## src/rtl/aether_mem_arb_pkg.sv

```systemverilog
// Shared types and constants for the memory arbiter that fronts a single
// generic memory instance.
package aether_mem_arb_pkg;

    localparam int DATA_W = 16;
    localparam int ADDR_W = 32;

    typedef enum logic [1:0] {
        CMD_IDLE    = 2'd0,
        CMD_WRITE   = 2'd1,
        CMD_READ    = 2'd2,
        CMD_INVALID = 2'd3
    } mem_cmd_e;

    typedef enum logic [2:0] {
        ST_IDLE  = 3'd0,
        ST_ISSUE = 3'd1,
        ST_RUN   = 3'd2,
        ST_FLUSH = 3'd3,
        ST_COOL  = 3'd4
    } arb_state_e;

    // Round-robin successor of idx among n requesters.
    function automatic logic [31:0] rr_next(input logic [31:0] idx, input logic [31:0] n);
        return ((idx + 32'd1) >= n) ? 32'd0 : (idx + 32'd1);
    endfunction

endpackage

```

## src/rtl/rr_picker.sv

```systemverilog
// Combinational round-robin picker: first set bit of valid_i at or after
// ptr_i, wrapping to the lowest set bit when none lies at or above ptr_i.
module rr_picker #(
    parameter int N  = 2,
    parameter int IW = 1
) (
    input  logic [N-1:0]  valid_i,
    input  logic [IW-1:0] ptr_i,
    output logic [N-1:0]  grant_o,
    output logic [IW-1:0] idx_o,
    output logic          found_o
);

    logic [IW-1:0] hi_idx_s;
    logic [IW-1:0] lo_idx_s;
    logic          hi_found_s;
    logic          lo_found_s;
    logic          hi_hit_s;

    // Descending scan so the lowest qualifying index is the last one written.
    always_comb begin
        hi_idx_s   = '0;
        lo_idx_s   = '0;
        hi_found_s = 1'b0;
        lo_found_s = 1'b0;
        hi_hit_s   = 1'b0;
        for (int i = N - 1; i >= 0; i--) begin
            hi_hit_s   = valid_i[i] && (32'(i) >= 32'(ptr_i));
            lo_idx_s   = valid_i[i] ? IW'(i) : lo_idx_s;
            lo_found_s = lo_found_s | valid_i[i];
            hi_idx_s   = hi_hit_s ? IW'(i) : hi_idx_s;
            hi_found_s = hi_found_s | hi_hit_s;
        end
    end

    // Prefer the wrap-free candidate; fall back to the lowest one.
    always_comb begin
        found_o = lo_found_s;
        idx_o   = hi_found_s ? hi_idx_s : lo_idx_s;
        grant_o = lo_found_s ? ({{(N-1){1'b0}}, 1'b1} << idx_o) : '0;
    end

endmodule

```

## src/rtl/aether_engine_mem_arbiter.sv

```systemverilog
// Task-granular round-robin arbiter sharing one generic memory between
// NumReq requesters; resets the memory between tasks to clear stale status.
module aether_engine_mem_arbiter
    import aether_mem_arb_pkg::*;
#(
    parameter int NumReq  = 2,
    parameter int ReqIdxW = (NumReq > 1) ? $clog2(NumReq) : 1
) (
    input  logic                       clk_i,
    input  logic                       rst_i,
    input  logic [NumReq-1:0]          req_i,
    input  logic [2*NumReq-1:0]        cmd_i,
    input  logic [ADDR_W*NumReq-1:0]   start_addr_i,
    input  logic [ADDR_W*NumReq-1:0]   end_addr_i,
    input  logic [DATA_W*NumReq-1:0]   wdata_i,
    input  logic [NumReq-1:0]          wvalid_i,
    output logic [NumReq-1:0]          grant_o,
    output logic [ReqIdxW-1:0]         grant_idx_o,
    output logic [NumReq-1:0]          wready_o,
    output logic [DATA_W-1:0]          rdata_o,
    output logic [NumReq-1:0]          rvalid_o,
    output logic [NumReq-1:0]          done_o,
    output logic [NumReq-1:0]          err_o,
    output logic                       mem_rst_o,
    output logic                       mem_en_o,
    output logic [1:0]                 mem_command_o,
    output logic [ADDR_W-1:0]          mem_start_o,
    output logic [ADDR_W-1:0]          mem_end_o,
    output logic [DATA_W-1:0]          mem_wdata_o,
    input  logic [DATA_W-1:0]          mem_rdata_i,
    input  logic                       mem_rvalid_i,
    input  logic                       mem_wready_i,
    input  logic                       mem_finished_i,
    input  logic                       mem_running_i
);

    arb_state_e           state_q;
    logic [ReqIdxW-1:0]   rr_ptr_q;
    logic [NumReq-1:0]    grant_q;
    logic [ReqIdxW-1:0]   grant_idx_q;
    mem_cmd_e             cmd_q;
    mem_cmd_e             mem_cmd_q;
    logic [ADDR_W-1:0]    start_q;
    logic [ADDR_W-1:0]    end_q;
    logic [NumReq-1:0]    done_q;
    logic [NumReq-1:0]    err_q;
    logic                 mem_rst_q;

    mem_cmd_e             req_cmd_s   [NumReq];
    logic [ADDR_W-1:0]    req_start_s [NumReq];
    logic [ADDR_W-1:0]    req_end_s   [NumReq];
    logic [DATA_W-1:0]    req_wdata_s [NumReq];
    logic [NumReq-1:0]    cand_s;
    logic [NumReq-1:0]    inv_s;
    logic [NumReq-1:0]    pick_grant_s;
    logic [ReqIdxW-1:0]   pick_idx_s;
    logic                 pick_found_s;
    logic                 run_write_s;
    logic                 run_read_s;
    logic                 beat_s;

    // Unpack per-requester buses and classify each request.
    always_comb begin
        cand_s = '0;
        inv_s  = '0;
        for (int i = 0; i < NumReq; i++) begin
            req_cmd_s[i]   = mem_cmd_e'(cmd_i[2*i +: 2]);
            req_start_s[i] = start_addr_i[ADDR_W*i +: ADDR_W];
            req_end_s[i]   = end_addr_i[ADDR_W*i +: ADDR_W];
            req_wdata_s[i] = wdata_i[DATA_W*i +: DATA_W];
            cand_s[i]      = req_i[i] && (req_cmd_s[i] == CMD_WRITE || req_cmd_s[i] == CMD_READ);
            inv_s[i]       = req_i[i] && (req_cmd_s[i] == CMD_INVALID);
        end
    end

    rr_picker #(
        .N  (NumReq),
        .IW (ReqIdxW)
    ) u_picker (
        .valid_i (cand_s),
        .ptr_i   (rr_ptr_q),
        .grant_o (pick_grant_s),
        .idx_o   (pick_idx_s),
        .found_o (pick_found_s)
    );

    // Task sequencer: grant, one-cycle command, run, memory flush, cool-down.
    always_ff @(posedge clk_i) begin
        if (rst_i) begin
            state_q     <= ST_IDLE;
            rr_ptr_q    <= '0;
            grant_q     <= '0;
            grant_idx_q <= '0;
            cmd_q       <= CMD_IDLE;
            mem_cmd_q   <= CMD_IDLE;
            start_q     <= '0;
            end_q       <= '0;
            done_q      <= '0;
            err_q       <= '0;
            mem_rst_q   <= 1'b0;
        end else begin
            done_q    <= '0;
            err_q     <= '0;
            mem_rst_q <= 1'b0;
            case (state_q)
                ST_IDLE: begin
                    err_q <= inv_s;
                    if (pick_found_s) begin
                        grant_q     <= pick_grant_s;
                        grant_idx_q <= pick_idx_s;
                        cmd_q       <= req_cmd_s[pick_idx_s];
                        mem_cmd_q   <= req_cmd_s[pick_idx_s];
                        start_q     <= req_start_s[pick_idx_s];
                        end_q       <= req_end_s[pick_idx_s];
                        state_q     <= ST_ISSUE;
                    end
                end
                ST_ISSUE: begin
                    mem_cmd_q <= CMD_IDLE;
                    state_q   <= ST_RUN;
                end
                ST_RUN: begin
                    if (mem_finished_i) begin
                        mem_rst_q <= 1'b1;
                        done_q    <= grant_q;
                        state_q   <= ST_FLUSH;
                    end
                end
                ST_FLUSH: begin
                    rr_ptr_q <= ReqIdxW'(rr_next(32'(grant_idx_q), 32'(NumReq)));
                    state_q  <= ST_COOL;
                end
                ST_COOL: begin
                    // Hold the grant until the memory has fully quiesced.
                    if (!mem_running_i && !mem_finished_i) begin
                        grant_q     <= '0;
                        grant_idx_q <= '0;
                        state_q     <= ST_IDLE;
                    end
                end
                default: begin
                    state_q <= ST_IDLE;
                end
            endcase
        end
    end

    // Data-path steering toward the current owner during RUN.
    always_comb begin
        run_write_s   = (state_q == ST_RUN) && (cmd_q == CMD_WRITE);
        run_read_s    = (state_q == ST_RUN) && (cmd_q == CMD_READ);
        beat_s        = run_write_s && wvalid_i[grant_idx_q] && mem_wready_i;
        mem_en_o      = beat_s;
        wready_o      = beat_s ? grant_q : '0;
        rvalid_o      = (run_read_s && mem_rvalid_i) ? grant_q : '0;
        rdata_o       = mem_rdata_i;
        mem_wdata_o   = req_wdata_s[grant_idx_q];
        mem_start_o   = start_q;
        mem_end_o     = end_q;
        mem_command_o = mem_cmd_q;
        mem_rst_o     = rst_i | mem_rst_q;
        grant_o       = grant_q;
        grant_idx_o   = grant_idx_q;
        done_o        = done_q;
        err_o         = err_q;
    end

endmodule

```

## config.mk

```make
export PLATFORM = sky130hd
export DESIGN_NAME = aether_engine_mem_arbiter
export DESIGN_NICKNAME = d
export VERILOG_FILES = /design/src/rtl/aether_mem_arb_pkg.sv /design/src/rtl/rr_picker.sv /design/src/rtl/aether_engine_mem_arbiter.sv
export SDC_FILE = /design/constraint.sdc
export NUM_CORES = 1
export LEC_CHECK = 0
export CAP_MARGIN = 30
export CELL_PAD_IN_SITES_DETAIL_PLACEMENT = 1
export CELL_PAD_IN_SITES_GLOBAL_PLACEMENT = 2
export CORE_UTILIZATION = 18
export DETAILED_ROUTE_END_ITERATION = 10
export PLACE_DENSITY_LB_ADDON = 0.2
export SLEW_MARGIN = 10
export SYNTH_ARGS = -nofsm -noshare
export SYNTH_HDL_FRONTEND = slang
export SYNTH_HIERARCHICAL = 1
export SYNTH_SLANG_ARGS = --single-unit
```

## constraint.sdc

```tcl
create_clock -name clk_i -period 2 [get_ports clk_i]
set_input_delay 0.2 -clock clk_i [delete_from_list [all_inputs] [get_ports clk_i]]
set_output_delay 0.2 -clock clk_i [all_outputs]
set_load 0.03 [all_outputs]
```

* Yosys cells after proc, flatten, opt, wreduce, memory -nomap -nowiden
Index checks and enable logic that the tools add are counted.
Storage, ports and cells: register bits 80, bits in latches 0, RAM bits 0, ROM bits 0, output and inout bits 111, word-level logic and storage cells 100, memories kept 0
Cells by class: $add $sub $neg 1, multiply operators 0, divide/modulo/power cells 0, order comparisons 5, eq/ne operators 15, shift operators 1, multiplexer cells 34, bitwise operators 8, reductions and logical operators 25
Operators by type and width (count):
- 2-to-1 mux 32 bit | 6
- 2-to-1 mux 16 bit | 3
- 2-to-1 mux 2 bit | 8
- case mux 3 bit (5 select lines) | 1
- logical AND 1 bit | 11
- equality test 2 bit, second input constant | 5
- 2-to-1 mux 1 bit | 10
- 2-to-1 mux 3 bit | 3
- case mux 2 bit (2 select lines) | 2
- equality test 2 x 1 -> 1 bit, second input constant | 3
- equality test 3 x 2 -> 1 bit, second input constant | 2
- >= comparator 2 bit, second input constant | 3
- != test 2 bit, second input constant | 3
- AND reduction 3 bit | 2
- inverter 1 -> 2 bit | 2
- AND reduction 2 bit | 2
- nonzero test 2 bit | 2
- OR reduction 2 bit | 2
- equality test 3 x 1 -> 1 bit, second input constant | 1
- equality test 3 bit, second input constant | 1
- zero test 3 bit | 1
- inverter 1 bit | 3
- bitwise OR 1 bit | 3
- OR reduction 3 bit | 1
- 7 further kinds | 9

* Depth between registers and ports, before layout
Gate-level depths: netlist of run 1.
word-level depth 12, gate-level depth with buffers 8, mapped depth without buffers 6

* Hierarchy
Netlist of run 1, hierarchy kept.
Modules (own cells, without submodules):
- aether_engine_mem_arbiter | times used 1, cells an instance 396, area each 3851.2 um2
- rr_picker | times used 1, cells an instance 5, area each 32.5 um2

* Worst setup path after synthesis of run 1
No wires, ideal clock.
path type reg-to-output, start point reg grant_idx_q, in the netlist grant_idx_o, end point out wready_o[0], data arrival time 1.931 ns, path slack -0.131 ns, cell stages (with the launch flop) 5, path buffers 1, cells stage by stage dfxtp_1 buf_2 mux2i_1 nor4_2 and2_1
On the way: word-level cells in the longest chain between the ends 5
Ends and longest elaborated chain:
- start: declaration | line aether_engine_mem_arbiter.sv:40 | logic [ReqIdxW-1:0] grant_idx_q;
- start signal: assignment | line aether_engine_mem_arbiter.sv:110 | grant_idx_q <= pick_idx_s;
- 2-to-1 mux 1 bit (not written as such) (2 in a row) | line aether_engine_mem_arbiter.sv:152 | beat_s = run_write_s && wvalid_i[grant_idx_q] && mem_wready_i;
- logical AND 1 bit (2 in a row) | line aether_engine_mem_arbiter.sv:152
- via mem_en_o | line aether_engine_mem_arbiter.sv:25 | output logic mem_en_o,
- 2-to-1 mux 2 bit | line aether_engine_mem_arbiter.sv:154 | wready_o = beat_s ? grant_q : '0;
- end: declaration | line aether_engine_mem_arbiter.sv:19 | output logic [NumReq-1:0] wready_o,
The timed path passes the listed nets, and every way through them passes these cells. The select of a mux whose other input is x is not followed.

* Final worst setup path of run 1
start point in cmd_i[1], end point reg start_q[1], in the netlist mem_start_o[1]
On the way: word-level cells in the longest chain between the ends 10
Ends and longest elaborated chain:
- start: declaration | line aether_engine_mem_arbiter.sv:12 | input logic [2*NumReq-1:0] cmd_i,
- equality test 2 x 1 -> 1 bit / equality test 2 bit (equally long branches) | line aether_engine_mem_arbiter.sv:71 | cand_s[i] = req_i[i] && (req_cmd_s[i] == CMD_WRITE || req_cmd_s[i] == CMD_READ);
- logical OR 1 bit * | line aether_engine_mem_arbiter.sv:71
- logical AND 1 bit * | line aether_engine_mem_arbiter.sv:71
- via cand_s[0] | line aether_engine_mem_arbiter.sv:53 | logic [NumReq-1:0] cand_s;
- logical AND 1 bit | line rr_picker.sv:28 | hi_hit_s = valid_i[i] && (32'(i) >= 32'(ptr_i));
- 2-to-1 mux 1 bit / bitwise OR 1 bit (equally long branches) | line rr_picker.sv:31, rr_picker.sv:32
- 2-to-1 mux 1 bit * | line rr_picker.sv:39 | idx_o = hi_found_s ? hi_idx_s : lo_idx_s;
- via pick_idx_s | line aether_engine_mem_arbiter.sv:56 | logic [ReqIdxW-1:0] pick_idx_s;
- inverter 1 -> 2 bit (not written as such) * | line aether_engine_mem_arbiter.sv:113 | start_q <= req_start_s[pick_idx_s];
- 2-to-1 mux 32 bit (not written as such) * (3 in a row) | line aether_engine_mem_arbiter.sv:113
- end signal: assignment | line aether_engine_mem_arbiter.sv:113
- end: declaration | line aether_engine_mem_arbiter.sv:43 | logic [ADDR_W-1:0] start_q;
The timed path passes the listed nets; every way through them passes the cells marked *. The select of a mux whose other input is x is not followed. A chain may end at the register's enable or synchronous reset.

==> impl_results.md, run 1 <==
- CP bufs+invs: 4
- FF-to-FF setup slack: 0.45 ns
- Max-cap viol count: 0
- CP max-delay cell: clkdlybuf4s50_1
- Post-DP HPWL: 11200 um
- Final setup vio count: 0
- Die width: 149 um
- Die Y: 149 um
- Top Family by Delay on Critical Path: buffers and inverters
- CP endpoint kind: flip-flop
- Initial antenna violation count: 0
- Worst path max stage delay: 0.51 ns
- Final Skew: 0.0106 ns
- Core region area: 0.0211 sq mm
- Via density: 4.18
- Residual DRC: 0
- DRT Wirelength: 14500 um
- First-pass GRT wire length: 21300 um
- GRT Total Usage: 12.5%
- # IOs: 301
- Antenna-violating nets left: 0
- Finished Cell Area: 0.00745 sq mm
- Layout net count: 856
- Slew @ Worst Pin: 0.397 ns
- Starting Density: 18.4%
- Clk slew on worst S/H paths: 0.07 ns
- R2r worst-path depth: 7
- GP Congestion: 0.729
- Worst setup SP type: input port
- Hold buffer count at CTS: 0
- Syn_nets: 593
- Reg-to-Reg Start: state_q[1]$_SDFFE_PP0P_
- Post-synth cell types: 35
- CP max FO: 16
- Top post-synthesis cells by area: dfxtp_1, mux2i_1, a211oi_1
- Inst Count DP: 921
- Total power: 6350 uW
- First-iteration detailed-routing DRC count: 80
- Hold Path Class: input port to flip-flop
- Async set or reset register ratio after synthesis: 0%
- Yosys warns: 6
- Antenna diodes: 0
- Max Root-Sink Buffers: 2
- Drt first pass iters: 4
- Fin crit period: 1.95 ns
- Ys flop type: dfxtp_1
- TritonCTS Buffers: 9
- Grt ovf: 0
- Top cells by count, synth: dfxtp_1, nor2_1, mux2i_1
- Worst relative slew slack: 73.3%
- Synth-to-Final Area Change: 91.8%
- Arrival time at the worst endpoint: 2.16 ns
- Clock Sinks: 80
- Fin crit share: 97.4%
- Layout cells sized above 1: 14.2%
- Clock Latency Late Sink: 0.34 ns
- Mean area per synthesized cell: 9.69 sq um
- Max-slew violation count: 0
- Min-Delay Endpoint: err_o[0]$_SDFF_PP0_
- Non-Filler Instances: 944
- Area after DPL: 0.00695 sq mm
- Cell Pwr Density: 852 mW/mm^2
- Leakage: 0.00274 uW
- Fillers: 2353
- Worst EP required: 2.21 ns
- RSZ-0062 raised after global routing: yes
- Largest net degree at the start of global routing: 76
- Critical path class: input port to flip-flop
- CTS tree: done
- CTS Root Buffer Type: clkbuf_16
- Setup Total Neg Slack: 0 ns
- WHS Path Cells: 3
- Worst r2r dst: mem_end_o[17]$_SDFFE_PP0P_
- Post-synth top area share: 41.2%
- Final Hold Viols: 0
- Register bit total from synthesis: 80
- Min-delay src: cmd_i[0]
- Wire per inst: 15.4 um
- Leading area contributor after synthesis: dfxtp_1
- Rows: 53
- Share of the yosys chip area belonging to registers: 41.2%
- Vias: 3945
- Outcome: complete, no violations
- Synth Instances: 401
- Most common cell in the netlist: dfxtp_1
- Post-synth EDFFs: 0
- Worst VDD drop: 334 uV
- Die area: 0.0222 sq mm
- Vias in the first global route: 4099
- Post-Syn Area: 0.00388 sq mm
- H-tree depth: 3
- Port bufs: 268
- Worst-path cell chain: clkdlybuf4s50_1 -> ha_1 -> and2_1 -> buf_4 -> a21boi_4 -> buf_12 -> buf_16 -> mux2i_2 -> a211oi_1
- Max frequency: 514 MHz
-- cells by family (layout without fill, tap and decap cells) --
logic type / count (synthesis) / count (layout) / synth area share [%]
compound gates: 76 / 76 / 14.8
xor+xnor: 1 / 1 / 0.226
fa+ha+maj: 2 / 2 / 0.644
buf+inv: 55 / 323 / 8.73
flops: 80 / 80 / 41.2
mux: 84 / 84 / 22.2
simple gates: 103 / 103 / 12.2
-- worst register-to-register path, delay by kind of cell, from the launching register on --
family | cells | cell delay [ns]
compound gates | 1 | 0.21
flops | 1 | 0.30
buf+inv | 4 | 0.62
simple gates | 2 | 0.32
-- layout by cell type (no fill, tap or decap), types with 5 or more instances in the layout --
master,instances
clkdlybuf4s50_1,245
dfxtp_1,78
nor2_1,70
a211oi_1,61
mux2i_1,58
buf_4,27
mux2_2,16
dlygate4sd2_1,16
clkbuf_16,11
and2_1,9
buf_12,9
mux2i_2,7
nor3_1,5
-- timing repair --
| item | 4_1_cts | 5_1_grt |
|---|---|---|
| setup endpoints to repair | 23 | 49 |
| pin swaps | 1 | 1 |
| resized for setup | 20 | 21 |
| cloned | 0 | 2 |
| buffers inserted | 0 | 5 |
-- routing by layer --
layer,vias up,routed length [um],global-route usage (%)
li1,1959,-,-
met1,1802,5860,13.9
met2,165,7140,21.9
met3,19,1290,4.13
met4,0,233,4.54
met5,-,0,0
-- flip-flops by register name, indices dropped and copies added, names as in the netlist --
register / flops
cmd_q: 2
grant_o: 2
grant_idx_o: 1
mem_start_o: 32
mem_rst_q: 1
state_q: 3
rr_ptr_q: 1
mem_command_o: 2
mem_end_o: 32
err_o: 2
done_o: 2
-- where the power goes --
part	leakage [uW]	switching, uW	internal [uW]
clock network	0.000157	704	1100
logic	0.00192	1290	1250
registers	0.000661	146	1850
total	0.00274	2140	4210
-- stage by stage --
| step | util (%) | hold slack (ns) | setup slack (ns) |
|---|---|---|---|
| 2_1_floorplan | - | 0.291 | 0.0658 |
| 3_3_place_gp | 33.0 | 0.400 | -0.356 |
| 3_5_place_dp | 33.0 | 0.400 | -0.374 |
| 4_1_cts | 34.4 | 0.366 | 0.00175 |
| 5_1_grt | 35.3 | 0.313 | -0.0205 |
| 6_report | 35.3 | 0.302 | 0.0529 |
-- cell type report --
cell class              instances  area, sq um  share of cell area, %
flip-flops and latches         80         1600                   21.5
inverters                       3         11.3                  0.151
clock inverters                 6         91.3                   1.23
repair buffers                304         3110                   41.7
well taps                     275          344                   4.62
multi-input cells             266         2060                   27.7
clock buffers                  10          229                   3.07
-- how the worst max path moves through the flow --
stage / start / to / slack (ns) / cells after the start
floorplan: state_q[0]$_SDFFE_PP0P_ / wready_o[0] / 0.07 / 4
global placement: cmd_i[0] / mem_end_o[1]$_SDFFE_PP0P_ / -0.36 / 9
detailed placement: cmd_i[0] / mem_end_o[16]$_SDFFE_PP0P_ / -0.37 / 9
CTS: cmd_i[0] / mem_end_o[17]$_SDFFE_PP0P_ / 0.002 / 9
global route: cmd_i[1] / mem_end_o[30]$_SDFFE_PP0P_ / -0.02 / 9
finish: cmd_i[1] / mem_start_o[1]$_SDFFE_PP0P_ / 0.05 / 9
Power figures use the tool's default switching activity.
==> run 2: changes to the inputs <==
--- a/config.mk
+++ b/config.mk
@@ -11,7 +11,6 @@
 export CORE_UTILIZATION = 18
 export DETAILED_ROUTE_END_ITERATION = 10
 export PLACE_DENSITY_LB_ADDON = 0.2
-export SLEW_MARGIN = 10
 export SYNTH_ARGS = -nofsm -noshare
 export SYNTH_HDL_FRONTEND = slang
 export SYNTH_HIERARCHICAL = 1
==> results of run 2 <==
Final layout, timing and power as in run 1 (identical DEF).
